**config.mk**
```make
export PLATFORM = sky130hd
export DESIGN_NAME = mdio_master_ctrl_flat
export DESIGN_NICKNAME = d
export VERILOG_FILES = /design/src/rtl/mdio_master_ctrl_if.sv /design/src/rtl/mdio_master_ctrl.sv /design/src/flat_wrapper.sv
export SDC_FILE = /design/constraint.sdc
export NUM_CORES = 1
export LEC_CHECK = 0
export CAP_MARGIN = 20
export CORE_MARGIN = 2
export CORE_UTILIZATION = 40
export CTS_BUF_LIST = sky130_fd_sc_hd__clkbuf_2
export CTS_CLUSTER_SIZE = 28
export DETAILED_ROUTE_END_ITERATION = 16
export PLACE_DENSITY = 0.62
export SLEW_MARGIN = 10
export SYNTH_ARGS = -nofsm -noshare
export SYNTH_HDL_FRONTEND = slang
export SYNTH_SLANG_ARGS = --single-unit
```
**constraint.sdc**
```tcl
create_clock -name clk -period 5.2 [get_ports clk]
set_input_delay 1.04 -clock clk [delete_from_list [all_inputs] [get_ports clk]]
set_output_delay 1.04 -clock clk [all_outputs]
set_load 0.02 [all_outputs]
```
**src/rtl/mdio_master_ctrl_if.sv**
```systemverilog
// MDIO master command/response bundle: valid/ready command in, one-cycle response out.
// master: requester side; slave: mdio_master_ctrl side.
interface mdio_master_ctrl_if;
  logic        cmd_valid;
  logic        cmd_ready;
  logic        cmd_write;
  logic [4:0]  cmd_phy_addr;
  logic [4:0]  cmd_reg_addr;
  logic [15:0] cmd_wdata;
  logic        rsp_valid;
  logic [15:0] rsp_rdata;
  logic        rsp_error;
  logic        busy;

  modport master (
    output cmd_valid, cmd_write, cmd_phy_addr,
    output cmd_reg_addr, cmd_wdata,
    input  cmd_ready, rsp_valid, rsp_rdata,
    input  rsp_error, busy
  );

  modport slave (
    input  cmd_valid, cmd_write, cmd_phy_addr,
    input  cmd_reg_addr, cmd_wdata,
    output cmd_ready, rsp_valid, rsp_rdata,
    output rsp_error, busy
  );
endinterface

```
**src/rtl/mdio_master_ctrl.sv**
```systemverilog
// Clause-22 MDIO master: runs one read/write frame per accepted command.
// Ports: clk, rst_n, bus (cmd/rsp, slave), mdc, mdio_i, mdio_o, mdio_oe.
module mdio_master_ctrl #(
  parameter int MDC_DIV     = 4,
  parameter bit PREAMBLE_EN = 1'b1
) (
  input  logic              clk,
  input  logic              rst_n,
  mdio_master_ctrl_if.slave bus,
  output logic              mdc,
  input  logic              mdio_i,
  output logic              mdio_o,
  output logic              mdio_oe
);
  localparam int DW = (MDC_DIV > 1) ? $clog2(MDC_DIV) : 1;
  localparam logic [DW-1:0] DIV_END = DW'(MDC_DIV - 1);
  localparam logic [5:0] LAST = PREAMBLE_EN ? 6'd63 : 6'd31;
  localparam logic [6:0] OFS  = PREAMBLE_EN ? 7'd0 : 7'd32;

  typedef enum logic [1:0] {IDLE, FRAME, DONE} state_t;

  state_t        state_q, state_d;
  logic          lead_q, lead_d;
  logic [DW-1:0] div_q, div_d;
  logic [5:0]    slot_q, slot_d;
  logic [63:0]   sr_q, sr_d;
  logic          wr_q, wr_d;
  logic [15:0]   shf_q, shf_d;
  logic          err_q, err_d;
  logic          mdc_d, o_d, oe_d;
  logic          rv_d, rerr_d;
  logic [15:0]   rdata_d;
  logic [1:0]    sync_q;
  logic [63:0]   frm;
  logic [6:0]    cidx, nidx;
  logic          tick, slot_done;

  assign bus.cmd_ready = (state_q == IDLE);
  assign bus.busy      = (state_q != IDLE);

  // cidx: frame position of the running slot,
  // nidx: frame position of the slot about to start
  assign cidx = {1'b0, slot_q} + OFS;
  assign nidx = lead_q ? OFS : cidx + 7'd1;
  assign tick = (div_q == DIV_END);
  assign slot_done = (state_q == FRAME) && !lead_q
                   && tick && mdc;

  always_ff @(posedge clk or negedge rst_n) begin
    if (!rst_n) sync_q <= 2'b11;
    else        sync_q <= {sync_q[0], mdio_i};
  end

  always_comb begin
    state_d = state_q;
    lead_d  = lead_q;
    div_d   = div_q;
    slot_d  = slot_q;
    sr_d    = sr_q;
    wr_d    = wr_q;
    shf_d   = shf_q;
    err_d   = err_q;
    mdc_d   = mdc;
    o_d     = mdio_o;
    oe_d    = mdio_oe;
    rv_d    = 1'b0;
    rdata_d = bus.rsp_rdata;
    rerr_d  = bus.rsp_error;
    frm = {32'hFFFF_FFFF, 2'b01,
           bus.cmd_write ? 2'b01 : 2'b10,
           bus.cmd_phy_addr, bus.cmd_reg_addr,
           bus.cmd_write ? 2'b10 : 2'b11,
           bus.cmd_write ? bus.cmd_wdata : 16'hFFFF};
    unique case (state_q)
      IDLE: begin
        if (bus.cmd_valid) begin
          state_d = FRAME;
          lead_d  = 1'b1;
          wr_d    = bus.cmd_write;
          sr_d    = PREAMBLE_EN ? frm
                  : {frm[31:0], 32'hFFFF_FFFF};
          shf_d   = '0;
          err_d   = 1'b0;
          div_d   = '0;
          slot_d  = '0;
        end
      end
      FRAME: begin
        div_d = tick ? '0 : div_q + DW'(1);
        if (!lead_q && tick && !mdc) mdc_d = 1'b1;
        // sample on the last clk of the high phase
        if (slot_done) begin
          if (cidx == 7'd47) err_d = sync_q[1];
          if (cidx >= 7'd48)
            shf_d = {shf_q[14:0], sync_q[1]};
        end
        if (slot_done && slot_q == LAST) begin
          state_d = DONE;
          rv_d    = 1'b1;
          mdc_d   = 1'b0;
          oe_d    = 1'b0;
          o_d     = 1'b1;
          rdata_d = wr_q ? 16'h0 : shf_d;
          rerr_d  = wr_q ? 1'b0 : err_d;
        end else if (lead_q || slot_done) begin
          lead_d = 1'b0;
          div_d  = '0;
          mdc_d  = 1'b0;
          slot_d = lead_q ? 6'd0 : slot_q + 6'd1;
          o_d    = sr_q[63];
          sr_d   = {sr_q[62:0], 1'b1};
          // reads release the line from TA onward
          oe_d   = wr_q || (nidx < 7'd46);
        end
      end
      DONE:    state_d = IDLE;
      default: state_d = IDLE;
    endcase
  end

  always_ff @(posedge clk or negedge rst_n) begin
    if (!rst_n) begin
      state_q       <= IDLE;
      lead_q        <= 1'b0;
      div_q         <= '0;
      slot_q        <= '0;
      sr_q          <= '0;
      wr_q          <= 1'b0;
      shf_q         <= '0;
      err_q         <= 1'b0;
      mdc           <= 1'b0;
      mdio_o        <= 1'b1;
      mdio_oe       <= 1'b0;
      bus.rsp_valid <= 1'b0;
      bus.rsp_rdata <= '0;
      bus.rsp_error <= 1'b0;
    end else begin
      state_q       <= state_d;
      lead_q        <= lead_d;
      div_q         <= div_d;
      slot_q        <= slot_d;
      sr_q          <= sr_d;
      wr_q          <= wr_d;
      shf_q         <= shf_d;
      err_q         <= err_d;
      mdc           <= mdc_d;
      mdio_o        <= o_d;
      mdio_oe       <= oe_d;
      bus.rsp_valid <= rv_d;
      bus.rsp_rdata <= rdata_d;
      bus.rsp_error <= rerr_d;
    end
  end
endmodule

```
**src/flat_wrapper.sv**
```systemverilog
// flat-port wrapper written by rule: the top's interface ports become plain ports
module mdio_master_ctrl_flat 
#(
  parameter int MDC_DIV     = 4,
  parameter bit PREAMBLE_EN = 1'b1
)
  (clk, rst_n, mdc, mdio_i, mdio_o, mdio_oe, bus_cmd_valid, bus_cmd_write, bus_cmd_phy_addr, bus_cmd_reg_addr, bus_cmd_wdata, bus_cmd_ready, bus_rsp_valid, bus_rsp_rdata, bus_rsp_error, bus_busy);
  mdio_master_ctrl_if bus_i ();
  input  logic clk;
  input  logic rst_n;
  output logic mdc;
  input  logic mdio_i;
  output logic mdio_o;
  output logic mdio_oe;
  input wire logic [$bits(bus_i.cmd_valid)-1:0] bus_cmd_valid;
  input wire logic [$bits(bus_i.cmd_write)-1:0] bus_cmd_write;
  input wire logic [$bits(bus_i.cmd_phy_addr)-1:0] bus_cmd_phy_addr;
  input wire logic [$bits(bus_i.cmd_reg_addr)-1:0] bus_cmd_reg_addr;
  input wire logic [$bits(bus_i.cmd_wdata)-1:0] bus_cmd_wdata;
  output wire logic [$bits(bus_i.cmd_ready)-1:0] bus_cmd_ready;
  output wire logic [$bits(bus_i.rsp_valid)-1:0] bus_rsp_valid;
  output wire logic [$bits(bus_i.rsp_rdata)-1:0] bus_rsp_rdata;
  output wire logic [$bits(bus_i.rsp_error)-1:0] bus_rsp_error;
  output wire logic [$bits(bus_i.busy)-1:0] bus_busy;
  assign bus_i.cmd_valid = bus_cmd_valid;
  assign bus_i.cmd_write = bus_cmd_write;
  assign bus_i.cmd_phy_addr = bus_cmd_phy_addr;
  assign bus_i.cmd_reg_addr = bus_cmd_reg_addr;
  assign bus_i.cmd_wdata = bus_cmd_wdata;
  assign bus_cmd_ready = bus_i.cmd_ready;
  assign bus_rsp_valid = bus_i.rsp_valid;
  assign bus_rsp_rdata = bus_i.rsp_rdata;
  assign bus_rsp_error = bus_i.rsp_error;
  assign bus_busy = bus_i.busy;
  mdio_master_ctrl #(.MDC_DIV(MDC_DIV), .PREAMBLE_EN(PREAMBLE_EN)) u_core (.clk(clk), .rst_n(rst_n), .bus(bus_i), .mdc(mdc), .mdio_i(mdio_i), .mdio_o(mdio_o), .mdio_oe(mdio_oe));
endmodule
```
==> key figures <==
Yosys
  – Flip-flop and latch count after synthesis: 115
  – Net count after synthesis: 556
  – Post-synthesis async set-or-reset flop share: 1.00
  – Yosys synthesis warning count: 0
  – Dominant cells by area after synthesis: sky130_fd_sc_hd__dfrtp_1, sky130_fd_sc_hd__o21ai_0, sky130_fd_sc_hd__nand2_1
  – Mean cell area of the mapped netlist: 9.85 um2
  – Area of the mapped netlist: 0.00515 mm2
  – Post-synthesis cell type count: 47
  – Cells after synthesis: 523
  – Main flop type after synthesis: sky130_fd_sc_hd__dfrtp_1
  – Top-area cell type share of the netlist area: 0.544
  – Count of flip-flops with a built-in enable after synthesis: 0
  – Register area share after synthesis: 0.559
  – Area leader, netlist: sky130_fd_sc_hd__dfrtp_1

Route
  – Number of remaining DRC errors: 0
  – Total via count in the routed design: 4020
  – Overall routed net length: 11.0 mm
  – Routed wire per std cell: 14.7 um
  – 1st-iter DRT viols: 357
  – Post-route antenna net violation count: 0
  – Vias/cell: 5.38
  – Iteration count of the initial detailed-routing pass: 7

Placement
  – Port Buffer Count: 53
  – Post-DP HPWL: 6.51 mm
  – RePlAce Congestion: 0.788
  – Placed cells: 713
  – Placed Instance Area: 0.00571 mm2
  – Pre-CTS setup slack: 1.95 ns

CTS
  – CTS tree: built
  – Buffers inserted during post-CTS setup optimization: 0
  – Count of cells resized by post-cts repair: 0
  – Clock tree buffer depth: 2
  – Clock net sink count: 115
  – Number of H-tree levels: 4
  – Cell at the root of the clock tree: sky130_fd_sc_hd__clkbuf_2
  – Reg clk slew, reported paths: 0.19 ns
  – Number of buffers added by the clock tree synthesis step: 17
  – Hold-fix buffer count after cts: 0
  – Clock network latency to the later pin of the worst-skew pair: 0.68 ns

Floorplanning
  – Die Area: 0.0138 mm2
  – Core area: 0.0126 mm2
  – Number of top-level design ports: 54
  – DIE HEIGHT: 117 um
  – Site Rows: 41
  – Initial Util: 0.408
  – Horizontal extent of the die: 117 um

Layout
  – Count of placed standard cells in the final layout, fillers left out: 747
  – Post-layout net count: 594
  – Area growth from synthesis to layout: 16.7%
  – Post-route cell area: 0.00601 mm2
  – Share of the core filled with cells in the final layout: 0.476
  – Layout cell share with drive strength beyond 1: 0.0941

Global routing
  – Vias in the first global route: 3851
  – Overall overflow remaining after global route: 0
  – First-pass GRT wire length: 19.2 mm
  – Gr usage total: 0.170
  – Maximum number of pins on one net before global-route repair: 85
  – Initial antenna violation count: 1

Timing
  – Achievable clock frequency: 311 MHz
  – Worst Max-Slew Pin Slew: 0.933 ns
  – Normalized max-slew margin: 0.376
  – Number of hold violations in the final report: 0
  – Endpoints failing setup: 0
  – Worst hold-check slack: 0.268 ns
  – Fin crit share: 0.618
  – Post-layout minimum cycle time: 3.21 ns
  – Accumulated negative setup slack: 0 ns
  – Largest clock skew in the final design: 0.0361 ns
  – Final Worst Setup Slack: 1.99 ns
  – RSZ-0062 raised after global routing: false
  – Max-slew violation count: 0

Critical path
  – Reg-to-reg setup timing slack: 2.36 ns
  – Critical path class: flip-flop to primary output
  – Critical Path AT: 2.17 ns
  – Critical path endpoint category: primary output
  – Endpoint of the most critical register-to-register path: u_core.sr_q[9]
  – Nature of the critical path startpoint: flip-flop
  – Reg2reg start: u_core.state_q[0]
  – Critical path fanouts, max: 9
  – Endpoint required time on the critical path: 4.16 ns
  – Number of cells traversed by the worst register-to-register path: 5

Flow run
  – Max capacitance violation total: 0

Power
  – VDD IR max: 227 uV
  – Post-layout power: 2.44 mW
  – Leakage power: 2.56 nW
  – P per Cell Area: 407 mW/mm2

Run status
  – Status: finished clean

Worst hold path
  – Hold WC Path Type: input pin to async pin
-- how the worst max path moves through the flow --
stage,startpoint,end,slack (ns),cells after the start
final,u_core.state_q[0],bus_cmd_ready,1.99,3
after global routing,u_core.state_q[0],bus_cmd_ready,1.85,3
after CTS,u_core.state_q[0],bus_cmd_ready,1.93,3
after detailed placement,bus_cmd_valid,u_core.sr_q[23],1.95,6
after global placement,bus_cmd_valid,u_core.slot_q[5],2.03,6
after floorplan,bus_cmd_valid,u_core.slot_q[2],2.93,4
-- Yosys cell counts, types with 2 or more instances --
master	number
sky130_fd_sc_hd__ha_1	2
sky130_fd_sc_hd__nor4_1	3
sky130_fd_sc_hd__nand4b_1	2
sky130_fd_sc_hd__clkbuf_1	21
sky130_fd_sc_hd__or4_1	2
sky130_fd_sc_hd__nor2_1	42
sky130_fd_sc_hd__o21ai_1	16
sky130_fd_sc_hd__dfstp_2	3
sky130_fd_sc_hd__buf_4	7
sky130_fd_sc_hd__a31oi_1	13
sky130_fd_sc_hd__nand3b_1	31
sky130_fd_sc_hd__nand2_1	66
sky130_fd_sc_hd__o31ai_1	2
sky130_fd_sc_hd__clkbuf_2	5
sky130_fd_sc_hd__buf_6	6
sky130_fd_sc_hd__nor4_4	2
sky130_fd_sc_hd__nand2b_1	2
sky130_fd_sc_hd__a21oi_1	20
sky130_fd_sc_hd__a22o_1	16
sky130_fd_sc_hd__nor2b_1	3
sky130_fd_sc_hd__mux2_2	2
sky130_fd_sc_hd__nand3_1	2
sky130_fd_sc_hd__o21ai_0	115
sky130_fd_sc_hd__nor3b_1	3
sky130_fd_sc_hd__dfrtp_1	112
sky130_fd_sc_hd__buf_2	2
sky130_fd_sc_hd__a21o_1	3
-- registers in the layout (all words and copies together), names as in the netlist, 2 cells and up --
| signal | flops |
|---|---|
| u_core.sync_q | 2 |
| u_core.state_q | 2 |
| u_core.bus.rsp_rdata | 16 |
| u_core.div_q | 2 |
| u_core.sr_q | 64 |
| u_core.shf_q | 15 |
| u_core.slot_q | 6 |
-- area by class of cell --
type                       count  area, um2
fill                        1267       6610
sequential                   115       2880
multi-input combinational    365       2030
timing repair buffer          61        608
tap                          172        215
clock inverter                15        184
clock buffer                  17       85.1
inverter                       1       3.75
antenna                        1       2.50
-- routing by layer --
layer,wire length [um],global-route usage,vias to the layer above
li1,-,-,1926
met1,5210,0.238,1990
met2,5210,0.259,94
met3,486,0.0368,10
met4,116,0.0700,0
met5,0,0,-
-- power breakdown --
group          switching, mW  internal (mW)  total (mW)  leakage [nW]
registers              0.114           1.09        1.20          1.50
logic                  0.379          0.222       0.601         0.916
clock network          0.372          0.270       0.642         0.139
total                  0.865           1.58        2.44          2.56
-- placed cells by master (no fill, tap or decap), types with 3 or more instances in the layout --
| cell | count |
|---|---|
| sky130_fd_sc_hd__a21oi_1 | 20 |
| sky130_fd_sc_hd__nor3b_1 | 3 |
| sky130_fd_sc_hd__nor2b_1 | 3 |
| sky130_fd_sc_hd__dfrtp_1 | 112 |
| sky130_fd_sc_hd__o21ai_0 | 115 |
| sky130_fd_sc_hd__nand3b_1 | 31 |
| sky130_fd_sc_hd__clkinvlp_4 | 6 |
| sky130_fd_sc_hd__bufinv_16 | 3 |
| sky130_fd_sc_hd__a31oi_1 | 13 |
| sky130_fd_sc_hd__nor4_1 | 3 |
| sky130_fd_sc_hd__buf_4 | 8 |
| sky130_fd_sc_hd__clkbuf_2 | 17 |
| sky130_fd_sc_hd__clkinv_4 | 3 |
| sky130_fd_sc_hd__o21ai_1 | 16 |
| sky130_fd_sc_hd__a21o_1 | 3 |
| sky130_fd_sc_hd__nand2_1 | 66 |
| sky130_fd_sc_hd__nor2_1 | 42 |
| sky130_fd_sc_hd__dfstp_2 | 3 |
| sky130_fd_sc_hd__clkdlybuf4s50_1 | 52 |
| sky130_fd_sc_hd__a22o_1 | 16 |
-- cells by family after synthesis --
logic type | count (synthesis) | share of synthesized area
AND/OR/NAND/NOR | 167 | 0.172
AO/OA/AOI/OAI | 193 | 0.211
buffers and inverters | 43 | 0.0469
adder cells (fa/ha/maj) | 2 | 0.00486
flip-flops | 115 | 0.559
multiplexers | 3 | 0.00632
-- critical path, stage by stage, from the launching register on --
cell and delay [ns]:
sky130_fd_sc_hd__dfrtp_1 0.52, sky130_fd_sc_hd__or2_2 0.35, sky130_fd_sc_hd__inv_1 0.06, sky130_fd_sc_hd__clkdlybuf4s50_1 0.60
Note: power is estimated with default switching activity, not from simulation.
